**src/rtl/uart_cmd_decoder_if.sv**
```systemverilog
// Byte-strobe input and decoded control outputs of the UART command decoder.
// rx_done_tick is a valid-only strobe: the decoder is always ready, so every high cycle is one accepted byte.
interface uart_cmd_decoder_if #(
  parameter int DATA_BIT = 16
);
  logic [7:0]          data;
  logic                rx_done_tick;
  logic [DATA_BIT-1:0] output_pattern;
  logic [DATA_BIT-1:0] freq_pattern;
  logic [3:0]          sel_out;
  logic                mode;
  logic                start;
  logic                stop;
  logic                done_tick;

  modport master (
    output data, rx_done_tick,
    input  output_pattern, freq_pattern, sel_out, mode, start, stop, done_tick
  );

  modport slave (
    input  data, rx_done_tick,
    output output_pattern, freq_pattern, sel_out, mode, start, stop, done_tick
  );
endinterface

```
**src/rtl/uart_cmd_decoder.sv**
```systemverilog
// Parses {OP,SEL} command frames from a UART byte stream and drives pattern/control registers.
// Frames are applied atomically one clock after the final byte strobe.
module uart_cmd_decoder #(
  parameter int DATA_BIT = 16
) (
  input  logic                clk,
  input  logic                rst_n,
  uart_cmd_decoder_if.slave   bus,
  output logic                dbg_state
);
  localparam int NBYTE = DATA_BIT / 8;
  localparam int CW    = (NBYTE > 1) ? $clog2(NBYTE) : 1;

  typedef enum logic {
    IDLE = 1'b0,
    DATA = 1'b1
  } state_t;

  state_t              state_q, state_d;
  logic [CW-1:0]       cnt_q, cnt_d;
  logic [DATA_BIT-1:0] shadow_q, shadow_d;
  logic [7:0]          cmd_q, cmd_d;
  logic [DATA_BIT-1:0] out_pat_q, out_pat_d;
  logic [DATA_BIT-1:0] freq_q, freq_d;
  logic [3:0]          sel_q, sel_d;
  logic                mode_q, mode_d;
  logic                start_q, start_d;
  logic                stop_q, stop_d;
  logic                done_q, done_d;

  always_ff @(posedge clk or negedge rst_n) begin
    if (!rst_n) begin
      state_q   <= IDLE;
      cnt_q     <= '0;
      shadow_q  <= '0;
      cmd_q     <= '0;
      out_pat_q <= '0;
      freq_q    <= '0;
      sel_q     <= '0;
      mode_q    <= 1'b0;
      start_q   <= 1'b0;
      stop_q    <= 1'b0;
      done_q    <= 1'b0;
    end else begin
      state_q   <= state_d;
      cnt_q     <= cnt_d;
      shadow_q  <= shadow_d;
      cmd_q     <= cmd_d;
      out_pat_q <= out_pat_d;
      freq_q    <= freq_d;
      sel_q     <= sel_d;
      mode_q    <= mode_d;
      start_q   <= start_d;
      stop_q    <= stop_d;
      done_q    <= done_d;
    end
  end

  always_comb begin
    state_d   = state_q;
    cnt_d     = cnt_q;
    shadow_d  = shadow_q;
    cmd_d     = cmd_q;
    out_pat_d = out_pat_q;
    freq_d    = freq_q;
    sel_d     = sel_q;
    mode_d    = mode_q;
    start_d   = 1'b0;
    stop_d    = 1'b0;
    done_d    = 1'b0;

    if (bus.rx_done_tick) begin
      unique case (state_q)
        IDLE: begin
          // Unknown opcodes fall through the default and are silently dropped.
          case (bus.data[7:4])
            4'd1: begin start_d = 1'b1; sel_d = bus.data[3:0]; done_d = 1'b1; end
            4'd2: begin stop_d  = 1'b1; sel_d = bus.data[3:0]; done_d = 1'b1; end
            4'd3: begin mode_d  = 1'b0; sel_d = bus.data[3:0]; done_d = 1'b1; end
            4'd4: begin mode_d  = 1'b1; sel_d = bus.data[3:0]; done_d = 1'b1; end
            4'd5, 4'd6: begin
              cmd_d   = bus.data;
              cnt_d   = '0;
              state_d = DATA;
            end
            default: ;
          endcase
        end
        DATA: begin
          for (int k = 0; k < NBYTE; k++) begin
            if (cnt_q == CW'(k)) shadow_d[8*k +: 8] = bus.data;
          end
          if (cnt_q == CW'(NBYTE - 1)) begin
            // Shadow including this byte is committed in one step, so no partial frame is visible.
            if (cmd_q[7:4] == 4'd5) out_pat_d = shadow_d;
            else                    freq_d    = shadow_d;
            sel_d   = cmd_q[3:0];
            done_d  = 1'b1;
            state_d = IDLE;
          end else begin
            cnt_d = cnt_q + 1'b1;
          end
        end
        default: state_d = IDLE;
      endcase
    end
  end

  assign bus.output_pattern = out_pat_q;
  assign bus.freq_pattern   = freq_q;
  assign bus.sel_out        = sel_q;
  assign bus.mode           = mode_q;
  assign bus.start          = start_q;
  assign bus.stop           = stop_q;
  assign bus.done_tick      = done_q;
  assign dbg_state          = state_q;
endmodule

```
**src/flat_wrapper.sv**
```systemverilog
// flat-port wrapper written by rule: the top's interface ports become plain ports
module uart_cmd_decoder_flat 
#(
  parameter int DATA_BIT = 16
)
  (clk, rst_n, dbg_state, bus_data, bus_rx_done_tick, bus_output_pattern, bus_freq_pattern, bus_sel_out, bus_mode, bus_start, bus_stop, bus_done_tick);
  uart_cmd_decoder_if #(.DATA_BIT(DATA_BIT)) bus_i ();
  input  logic clk;
  input  logic rst_n;
  output logic dbg_state;
  input wire logic [$bits(bus_i.data)-1:0] bus_data;
  input wire logic [$bits(bus_i.rx_done_tick)-1:0] bus_rx_done_tick;
  output wire logic [$bits(bus_i.output_pattern)-1:0] bus_output_pattern;
  output wire logic [$bits(bus_i.freq_pattern)-1:0] bus_freq_pattern;
  output wire logic [$bits(bus_i.sel_out)-1:0] bus_sel_out;
  output wire logic [$bits(bus_i.mode)-1:0] bus_mode;
  output wire logic [$bits(bus_i.start)-1:0] bus_start;
  output wire logic [$bits(bus_i.stop)-1:0] bus_stop;
  output wire logic [$bits(bus_i.done_tick)-1:0] bus_done_tick;
  assign bus_i.data = bus_data;
  assign bus_i.rx_done_tick = bus_rx_done_tick;
  assign bus_output_pattern = bus_i.output_pattern;
  assign bus_freq_pattern = bus_i.freq_pattern;
  assign bus_sel_out = bus_i.sel_out;
  assign bus_mode = bus_i.mode;
  assign bus_start = bus_i.start;
  assign bus_stop = bus_i.stop;
  assign bus_done_tick = bus_i.done_tick;
  uart_cmd_decoder #(.DATA_BIT(DATA_BIT)) u_core (.clk(clk), .rst_n(rst_n), .bus(bus_i), .dbg_state(dbg_state));
endmodule
```
**config.mk**
```make
export PLATFORM = sky130hd
export DESIGN_NAME = uart_cmd_decoder_flat
export DESIGN_NICKNAME = d
export VERILOG_FILES = /design/src/rtl/uart_cmd_decoder_if.sv /design/src/rtl/uart_cmd_decoder.sv /design/src/flat_wrapper.sv
export SDC_FILE = /design/constraint.sdc
export NUM_CORES = 1
export LEC_CHECK = 0
export ABC_AREA = 0
export CAP_MARGIN = 15
export CELL_PAD_IN_SITES_DETAIL_PLACEMENT = 1
export CELL_PAD_IN_SITES_GLOBAL_PLACEMENT = 2
export CORE_ASPECT_RATIO = 2
export CORE_UTILIZATION = 30
export DETAILED_ROUTE_END_ITERATION = 8
export PLACE_DENSITY_LB_ADDON = 0.1
export SKIP_LAST_GASP = 1
export SYNTH_ARGS = -nofsm -noshare
export SYNTH_HDL_FRONTEND = slang
export SYNTH_SLANG_ARGS = --single-unit
```
**constraint.sdc**
```tcl
create_clock -name clk -period 4.75 [get_ports clk]
set_clock_uncertainty 0.2 [all_clocks]
set_input_delay 1.425 -clock clk [delete_from_list [all_inputs] [get_ports clk]]
set_output_delay 1.425 -clock clk [all_outputs]
set_load 0.005 [all_outputs]
```
==> results.yml <==
outcome:
  status: "complete, no violations"
die:
  die_area_um2: 8520
  start_util_pct: 31.0
  die_w_um: 65.8
  io_pins: 52
  die_h_um: 130
  rows: 46
  core_um2: 7890
critical_path:
  cp_slowest_cell: "dfrtp_1"
  crit_fanout: 12
  critPathTopFamily: "flip-flops"
  crit_path_cell_trace: "clkdlybuf4s50_1"
  path_class: "flop to output pin"
  worst-path-stages: 1
  cp.arrival_ps: 1580
  end_kind: "output pin"
  critical-path-max-stage-delay_ps: 660
  timing.critical_path.buf_inv: 1
  start_kind: "flop"
  cp.required_ps: 3120
  r2r_cells: 3
placed_design:
  place_congestion: 0.736
  io_buffers: 51
  dp.cells: 288
  dp_hpwl_um: 3830
timing:
  fin_tns_setup_ps: 0
  final_max_slew_viol_count: 0
  setup_viol: 0
  grt_setup_unrepaired: "false"
  hold_viol_final: 0
  min_period_over_period_pct: 67.4
  fmax_mhz: 312
  layout_min_cycle_time_ps: 3200
  tightest_slew_ps: 868
  relSlewSlack_pct: 42.1
grt:
  grt_use_total_pct: 14.8
  grt_max_degree: 39
  antenna_found_initial: 0
  grt_pass1_wl_um: 8960
  grt_overflow_total: 0
  grt_pass1_vias: 1639
detailed_routing:
  dr.pass1.iters: 4
  drt_first_iter_violations: 29
  viasPerCell: 4.67
  wl_um: 5430
  drc_errors: 0
  ant_nets: 0
  vias: 1420
  wl_per_cell_um: 17.9
clocking:
  hold_buffers: 0
  ctsHtreeMaxLevel: 3
  cts-resized-gates: 0
  cts_tree: "yes"
  clk-insertion-delay-late_ps: 320
  cts-root-buf: "clkbuf_16"
  cts_setup_buffers: 0
  clkTransAtPathRegs_ps: 50
  clkSinkCount: 58
  cts_buffers: 9
  clockBufferDepth: 2
yosys:
  seq_area_frac_synth_pct: 59.5
  ys_ff_latch: 58
  synth-main-ff-cell: "dfrtp_1"
  synth_area_leaders: "dfrtp_1 (59%), mux2_2 (18%), mux2_4 (8.6%)"
  yosysUniqueCellTypes: 31
  syn_area_um2: 2440
  synth_top_area_cell: "dfrtp_1"
  synth_edf_count: 0
  synth_top_area_share_pct: 59.5
  syn_inst: 147
  syn_area_per_cell_um2: 16.6
  syn_nets: 158
  async_flop_share_pct: 100
  yosysWarnings: 0
final_layout:
  layout.nets: 214
  area_growth_pct: 34.4
  post-route-util_pct: 41.6
  diodes: 0
  drive_gt1_share_pct: 37.0
  multiInputGateArea_um2: 897
  regArea_um2: 1450
  fin_cells: 304
  n_fill_cell: 789
pwr:
  pwr_density_cell_nw_per_um2: 683
  ir_worst_vdd_v: 0.000304
  leakagePower_nw: 1.44
flow_run:
  cap_violations: 0
hold_path:
  holdPathStages: 1
  hp-class: "flop to flop"
-- flip-flops by register name, summed over array words and instances (netlist names) --
name / count
u_core.bus.freq_pattern: 16
u_core.bus.output_pattern: 16
u_core.cmd_q: 8
u_core.shadow_q: 8
u_core.bus.sel_out: 4
u_core.bus.done_tick: 1
u_core.bus.mode: 1
u_core.bus.start: 1
u_core.bus.stop: 1
u_core.cnt_q: 1
u_core.dbg_state: 1
-- cell usage after synthesis, types with 2 or more instances --
cell and count:
mux2_4 14, dfrtp_1 58, a21oi_1 2, inv_1 4, buf_6 4, nand3_4 2
o21ai_0 2, mux2_2 38
-- layer usage --
layer | vias up | GRT usage, % | routed length (µm)
met5 | - | 0 | 0
li1 | 633 | - | -
met4 | 0 | 7.29 | 121
met3 | 8 | 4.93 | 230
met2 | 33 | 24.6 | 2930
met1 | 746 | 16.6 | 2150
-- final timing paths --
kind | start | endpoint | slack, ps
max | u_core.dbg_state | dbg_state | 1550
min | u_core.cmd_q[6] | u_core.cmd_q[6] | 270
max reg2reg | u_core.dbg_state | u_core.bus.freq_pattern[14] | 2790
min reg2reg | u_core.cmd_q[6] | u_core.cmd_q[6] | 270
max in group asynchronous | rst_n | u_core.dbg_state | 2500
min in group asynchronous | rst_n | u_core.bus.output_pattern[10] | 1020
-- metrics by stage --
| step | cell area [µm²] | setup slack (ps) | hold WS (ps) | power, mW |
|---|---|---|---|---|
| final | 3280 | 1550 | 268 | 2.24 |
| after global placement | 3000 | 1350 | 247 | 1.63 |
| after CTS | 3280 | 1500 | 268 | 2.28 |
| after floorplan | 2440 | 2010 | 226 | 1.25 |
| after detailed placement | 3000 | 1310 | 258 | 1.66 |
| after global routing | 3280 | 1430 | 298 | 2.38 |
-- report_power, final --
part | internal (mW) | switching [mW] | total [mW]
logic | 0.534 | 0.237 | 0.771
clock network | 0.393 | 0.205 | 0.598
registers | 0.719 | 0.150 | 0.869
total | 1.65 | 0.593 | 2.24
-- cells by family (layout without fill, tap and decap cells) --
logic type | after synthesis | after routing | share of synthesized area [%]
mux | 53 | 53 | 26.6
xor+xnor | 1 | 1 | 0.359
buf+inv | 11 | 72 | 3.79
flops | 58 | 58 | 59.5
simple gates | 16 | 16 | 7.23
compound gates | 8 | 8 | 2.61
-- area by class of cell --
type,count,area share [%]
flip-flops and latches,58,44.2
multi-input cells,78,27.3
repair buffers,52,15.6
clock buffers,14,8.35
well taps,96,3.66
inverters,4,0.458
clock inverters,2,0.305
-- layout by cell type, fill, tap and decap left out --
| master | instances |
|---|---|
| dfrtp_1 | 58 |
| nand2b_1 | 1 |
| mux2i_1 | 1 |
| a31oi_1 | 1 |
| clkdlybuf4s50_1 | 50 |
| xor2_1 | 1 |
| o21ai_0 | 2 |
| inv_1 | 4 |
| nand2_8 | 1 |
| a22o_1 | 1 |
| buf_2 | 1 |
| nor4_1 | 1 |
| mux2_2 | 38 |
| nor4b_1 | 1 |
| buf_4 | 1 |
| clkbuf_1 | 2 |
| nand3b_1 | 1 |
| mux2_4 | 14 |
| a21oi_1 | 2 |
| nand2_1 | 1 |
| and4bb_2 | 1 |
| clkinv_2 | 2 |
| or3b_1 | 1 |
| and2_1 | 1 |
| clkbuf_16 | 9 |
| o31ai_1 | 1 |
| nor3b_4 | 1 |
| a31oi_4 | 1 |
| nand3_4 | 2 |
| and3_4 | 1 |
| nand4b_1 | 1 |
| clkbuf_8 | 3 |
| or3_4 | 1 |
| nor2_4 | 1 |
(Power assumes the default switching activity.)
